### src/rtl/ob_pkg.sv
// ob_pkg: shared order-book response types and egress framing helpers.
package ob_pkg;
   localparam int OB_RSP_SEQ_W = 8;
   typedef enum logic [1:0] {IDLE, SEQ, PAY, CSUM} ob_egress_state_t;
   typedef struct packed {
      logic [3:0]  status;
      logic [15:0] order_id;
      logic [23:0] qty;
   } rsp_t;
   function automatic int ob_rsp_nbytes(input int w);
      return (w + 7) / 8;
   endfunction
endpackage

### src/rtl/ob_byte_sel.sv
// ob_byte_sel: picks byte idx (0 = most significant) of a left-zero-padded word.
module ob_byte_sel
   import ob_pkg::*;
#(
   parameter  int W  = 16,
   localparam int NB = ob_rsp_nbytes(W),
   localparam int IW = $clog2(NB + 1)
) (
   input  logic [W-1:0]  data,
   input  logic [IW-1:0] idx,
   output logic [7:0]    sel
);
   logic [NB*8-1:0] ext;
   assign ext = (NB*8)'(data);
   always_comb begin
      sel = '0;
      for (int i = 0; i < NB; i++)
         if (idx == IW'(NB - 1 - i)) sel = ext[8*i +: 8];
   end
endmodule

### src/rtl/ob_rsp_egress.sv
// ob_rsp_egress: serialises order-book responses into SEQ/payload/checksum byte frames.
module ob_rsp_egress
   import ob_pkg::*;
#(
   parameter int PAYLOAD_W = $bits(rsp_t),
   parameter bit EN_CSUM   = 1'b1
) (
   input  logic                 clk,
   input  logic                 rst,
   input  logic                 rsp_vld,
   input  logic [PAYLOAD_W-1:0] rsp,
   output logic                 rsp_accept,
   output logic                 out_vld,
   output logic [7:0]           out_data,
   output logic                 out_sop,
   output logic                 out_eop,
   input  logic                 out_accept,
   output logic [31:0]          frame_cnt_r
);
   localparam int NBYTES = ob_rsp_nbytes(PAYLOAD_W);
   localparam int IW = $clog2(NBYTES + 1);
   localparam logic [IW-1:0] LAST = IW'(NBYTES - 1);
   ob_egress_state_t state, state_nx;
   logic [PAYLOAD_W-1:0]    pay_r;
   logic [IW-1:0]           idx;
   logic [7:0]              csum_r, pay_byte;
   logic [OB_RSP_SEQ_W-1:0] seq_r;
   logic                    last, take, fire;
   ob_byte_sel #(.W(PAYLOAD_W)) u_sel (.data(pay_r), .idx(idx), .sel(pay_byte));
   // final-byte state is where a new response may be taken without a bubble
   assign last = (state == PAY && idx == LAST && !EN_CSUM) || state == CSUM;
   assign take = rsp_vld && rsp_accept;
   assign fire = out_vld && out_accept;
   always_comb begin
      out_vld    = state != IDLE;
      out_sop    = state == SEQ;
      out_eop    = last;
      out_data   = state == SEQ ? seq_r : state == PAY ? pay_byte : state == CSUM ? csum_r : 8'h00;
      rsp_accept = !rst && (state == IDLE || (last && out_accept));
      state_nx   = state == IDLE ? (take ? SEQ : IDLE) :
                   !out_accept ? state :
                   state == SEQ ? PAY :
                   (state == PAY && idx != LAST) ? PAY :
                   (state == PAY && EN_CSUM) ? CSUM :
                   take ? SEQ : IDLE;
   end
   always_ff @(posedge clk) begin
      if (rst) begin
         state       <= IDLE;
         pay_r       <= '0;
         idx         <= '0;
         csum_r      <= '0;
         seq_r       <= '0;
         frame_cnt_r <= '0;
      end else begin
         state <= state_nx;
         if (fire) csum_r <= csum_r ^ out_data;
         if (fire && state == PAY) idx <= idx + 1'b1;
         if (fire && last) begin
            seq_r       <= seq_r + 1'b1;
            frame_cnt_r <= frame_cnt_r + 32'd1;
         end
         if (take) begin
            pay_r  <= rsp;
            idx    <= '0;
            csum_r <= '0;
         end
      end
   end
   // a stalled byte must not change under the link
   assert property (@(posedge clk) disable iff (rst)
      out_vld && !out_accept |=> out_vld && $stable(out_data) && $stable(out_sop) && $stable(out_eop));
endmodule

### config.mk
export PLATFORM = sky130hd
export DESIGN_NAME = ob_rsp_egress
export DESIGN_NICKNAME = d
export VERILOG_FILES = /design/src/rtl/ob_pkg.sv /design/src/rtl/ob_byte_sel.sv /design/src/rtl/ob_rsp_egress.sv
export SDC_FILE = /design/constraint.sdc
export NUM_CORES = 1
export LEC_CHECK = 0
export BUFFER_PORTS_ARGS = -buffer_cell sky130_fd_sc_hd__buf_2
export CORE_MARGIN = 1.5
export CORE_UTILIZATION = 30
export CTS_BUF_LIST = sky130_fd_sc_hd__clkbuf_4 sky130_fd_sc_hd__clkbuf_8 sky130_fd_sc_hd__clkbuf_16
export CTS_CLUSTER_SIZE = 10
export DETAILED_ROUTE_END_ITERATION = 6
export HOLD_SLACK_MARGIN = 0.15
export PLACE_DENSITY_LB_ADDON = 0.05
export REMOVE_ABC_BUFFERS = 1
export SETUP_SLACK_MARGIN = 0.5
export SYNTH_ARGS = -nofsm -noshare
export SYNTH_HDL_FRONTEND = slang
export SYNTH_SLANG_ARGS = --single-unit
### constraint.sdc
create_clock -name clk -period 3.15 [get_ports clk]
set_input_delay 0.1575 -clock clk [delete_from_list [all_inputs] [get_ports clk]]
set_output_delay 0.1575 -clock clk [all_outputs]
set_load 0.05 [all_outputs]
==> results_dict.tcl <==
set metrics [dict create \
    fin_skew_ns 0.00353 \
    slew_violations 0 \
    dr.pass1.iters 4 \
    track_usage_pct 16.9 \
    drive_gt1_share_pct 18.2 \
    critical_path_class "reg2out" \
    worstReg2RegEnd "frame_cnt_r[28]$_SDFFE_PP0P_" \
    h-tree-depth 3 \
    finalNetCount 786 \
    start_util_pct 31.0 \
    grt_pass1_wl_mm 22.0 \
    rsz0062_at_grt "true" \
    syn_avg_cell_area_um2 7.83 \
    cts_tree "yes" \
    boundaryPins 92 \
    crit-reg2reg-launch "state[0]$_SDFFE_PP0P_" \
    dieHeight_um 129 \
    via_count 4609 \
    yosys.area.top_type_share_pct 40.8 \
    rows 45 \
    yosysWarnings 0 \
    grt-ovfl-total 0 \
    drv_cap 0 \
    die_area_um2 16600 \
    yosys.cell_count.top_type "nand2_1" \
    setup_tns_ns 0 \
    pwr_density_cell_nw_per_um2 424 \
    async_reset_ff_share_pct 0 \
    synth_edf_count 0 \
    startpoint "idx[0]$_SDFFE_PP0P_" \
    worst_r2r_path_depth 7 \
    finalCritPeriodShare_pct 80.7 \
    worstSetupEndpointType "primary output" \
    clockRootBuffer "clkbuf_16" \
    netlist_instances 608 \
    min_path_cells 3 \
    routed_wl_mm 13.3 \
    cp_data_arrival_time_ns 2.38 \
    ys_types 43 \
    worstHoldStart "out_accept" \
    numClockSinks 97 \
    path_max_fanout 11 \
    tightest_slew_ns 0.892 \
    finalHoldViolations 0 \
    peakVddDrop_mv 0.247 \
    yosysSeqAreaShare_pct 40.8 \
    die_w_um 129 \
    dpl.hpwl_mm 9.10 \
    place.gp.congestion 0.764 \
    antennaDiodeCount 0 \
    hold_end "state[1]$_SDFFE_PP0P_" \
    p_leak_nw 2.38 \
    clock_latency_ns 0.35 \
    outcome "finished, final reports clean" \
    clock_path_buffers 2 \
    reg2reg_slack_ns 0.82 \
    p_total_mw 2.64 \
    postCtsSetupBuffers 0 \
    synth_top_area_cell "dfxtp_1" \
    vias_per_cell 4.90 \
    area_growth_pct 30.8 \
    synth_seq_cells 97 \
    path_clk_slew_ns 0.06 \
    synth.area.top_cells "dfxtp_1 (41%), nand2_1 (9.9%), a21oi_1 (9.1%)" \
    required_ns 2.99 \
    synth_commonest_cells "nand2_1 (125), dfxtp_1 (97), a21oi_1 (87), clkbuf_1 (35), nor2_1 (35)" \
    first_global_vias 4389 \
    post-place-ws_ns 0.531 \
    maxSlewHeadroom_pct 40.5 \
    drt_iter0_drc 209 \
    antenna_left 0 \
    fin_crit_ns 2.54 \
    numCtsBuffers 9 \
    fmax_mhz 394 \
    setup_viol 0 \
    wl_per_cell_um 14.2 \
    hp-class "in2reg" \
    worst_slack_ns 0.609 \
    synth_flop_cell "dfxtp_1" \
    drc 0 \
    antenna_found_initial 0 \
    port_buffers 91 \
    core_region_area_um2 15400 \
    grt_max_degree 83 \
    synth_area_um2 4760 \
    startpoint_type "flop" \
]
cell usage in the layout (no fill, tap or decap), drive strengths merged, types with 11 or more instances in the layout:
| master | netlist | routed |
|---|---|---|
| nand2 | 125 | 125 |
| buf | 3 | 99 |
| dfxtp | 97 | 97 |
| a21oi | 87 | 87 |
| dlygate4sd3 | 0 | 44 |
| nor2 | 35 | 35 |
| inv | 32 | 32 |
| clkbuf | 35 | 17 |
| o21ai | 16 | 16 |
| nand4 | 16 | 16 |
| xnor2 | 15 | 15 |
| nand3 | 13 | 13 |
| xor2 | 13 | 13 |
| and2 | 11 | 11 |
| ha | 11 | 11 |
cell type report:
type | instances | area [um^2]
flip-flops and latches | 97 | 1940
repair buffers | 146 | 1000
well taps | 211 | 264
clock buffers | 14 | 275
multi-input cells | 441 | 2630
fillers | 1584 | 9140
inverters | 32 | 120
registers in the layout, indices dropped and copies added (netlist names):
| signal | cells |
|---|---|
| seq_r | 8 |
| frame_cnt_r | 32 |
| csum_r | 8 |
| idx | 3 |
| state | 2 |
| pay_r | 44 |
where the power goes:
part | switching [mW] | internal, mW
Combinational | 0.187 | 0.122
Sequential | 0.0209 | 1.26
Clock | 0.452 | 0.597
Total | 0.660 | 1.98
worst max-delay path, cell delays in order (launching register included):
cell and delay (ns):
dfxtp_2 0.34, ha_1 0.23, ha_4 0.20, buf_4 0.17, and2_1 0.17, a221o_1 0.29
o311a_1 0.39, buf_2 0.23
worst max-delay path by stage:
stage	depth (start not counted)	endpoint	slack (ns)
final	7	out_data[2]	0.61
after global routing	8	out_data[7]	0.47
after CTS	7	out_data[1]	0.49
after detailed placement	7	out_data[1]	0.53
after global placement	7	out_data[0]	0.66
after floorplan	6	out_data[0]	0.28
per-stage QoR:
step	cell area (um^2)	std cells	hold slack [ns]	utilization, %
after floorplan	4600	570	0.227	-
after global placement	5410	883	0.400	35.2
after detailed placement	5410	883	0.402	35.2
after CTS	6140	941	0.178	39.9
after global routing	6230	941	0.195	40.5
final	6230	941	0.184	40.5
layer usage:
layer	vias up	share of wire (%)	track usage [%]	wire length (um)
li1	2339	-	-	-
met1	2136	48	21.9	6380
met2	120	46	28.1	6110
met3	14	4.5	2.79	596
met4	0	1.8	6.94	243
met5	-	0	0	0
logic make-up after synthesis:
logic type                 after synthesis  synth area share (%)
adders and majority gates               11                  2.89
muxes                                    3                 0.631
buffers and inverters                   70                  5.86
DFF                                     97                  40.8
and+or+nand+nor                        257                  26.4
AOI/OAI and AO/OA                      142                  18.3
xor gates and xnor gates                28                  5.15
repair_timing:
action	CTS	global route
endpoints found under the hold margin	44	0
pin swaps	0	5
resized for setup	6	20
hold buffers	44	0
endpoints found under the setup margin	8	8
No activity file was read; power rests on OpenSTA's default activity.
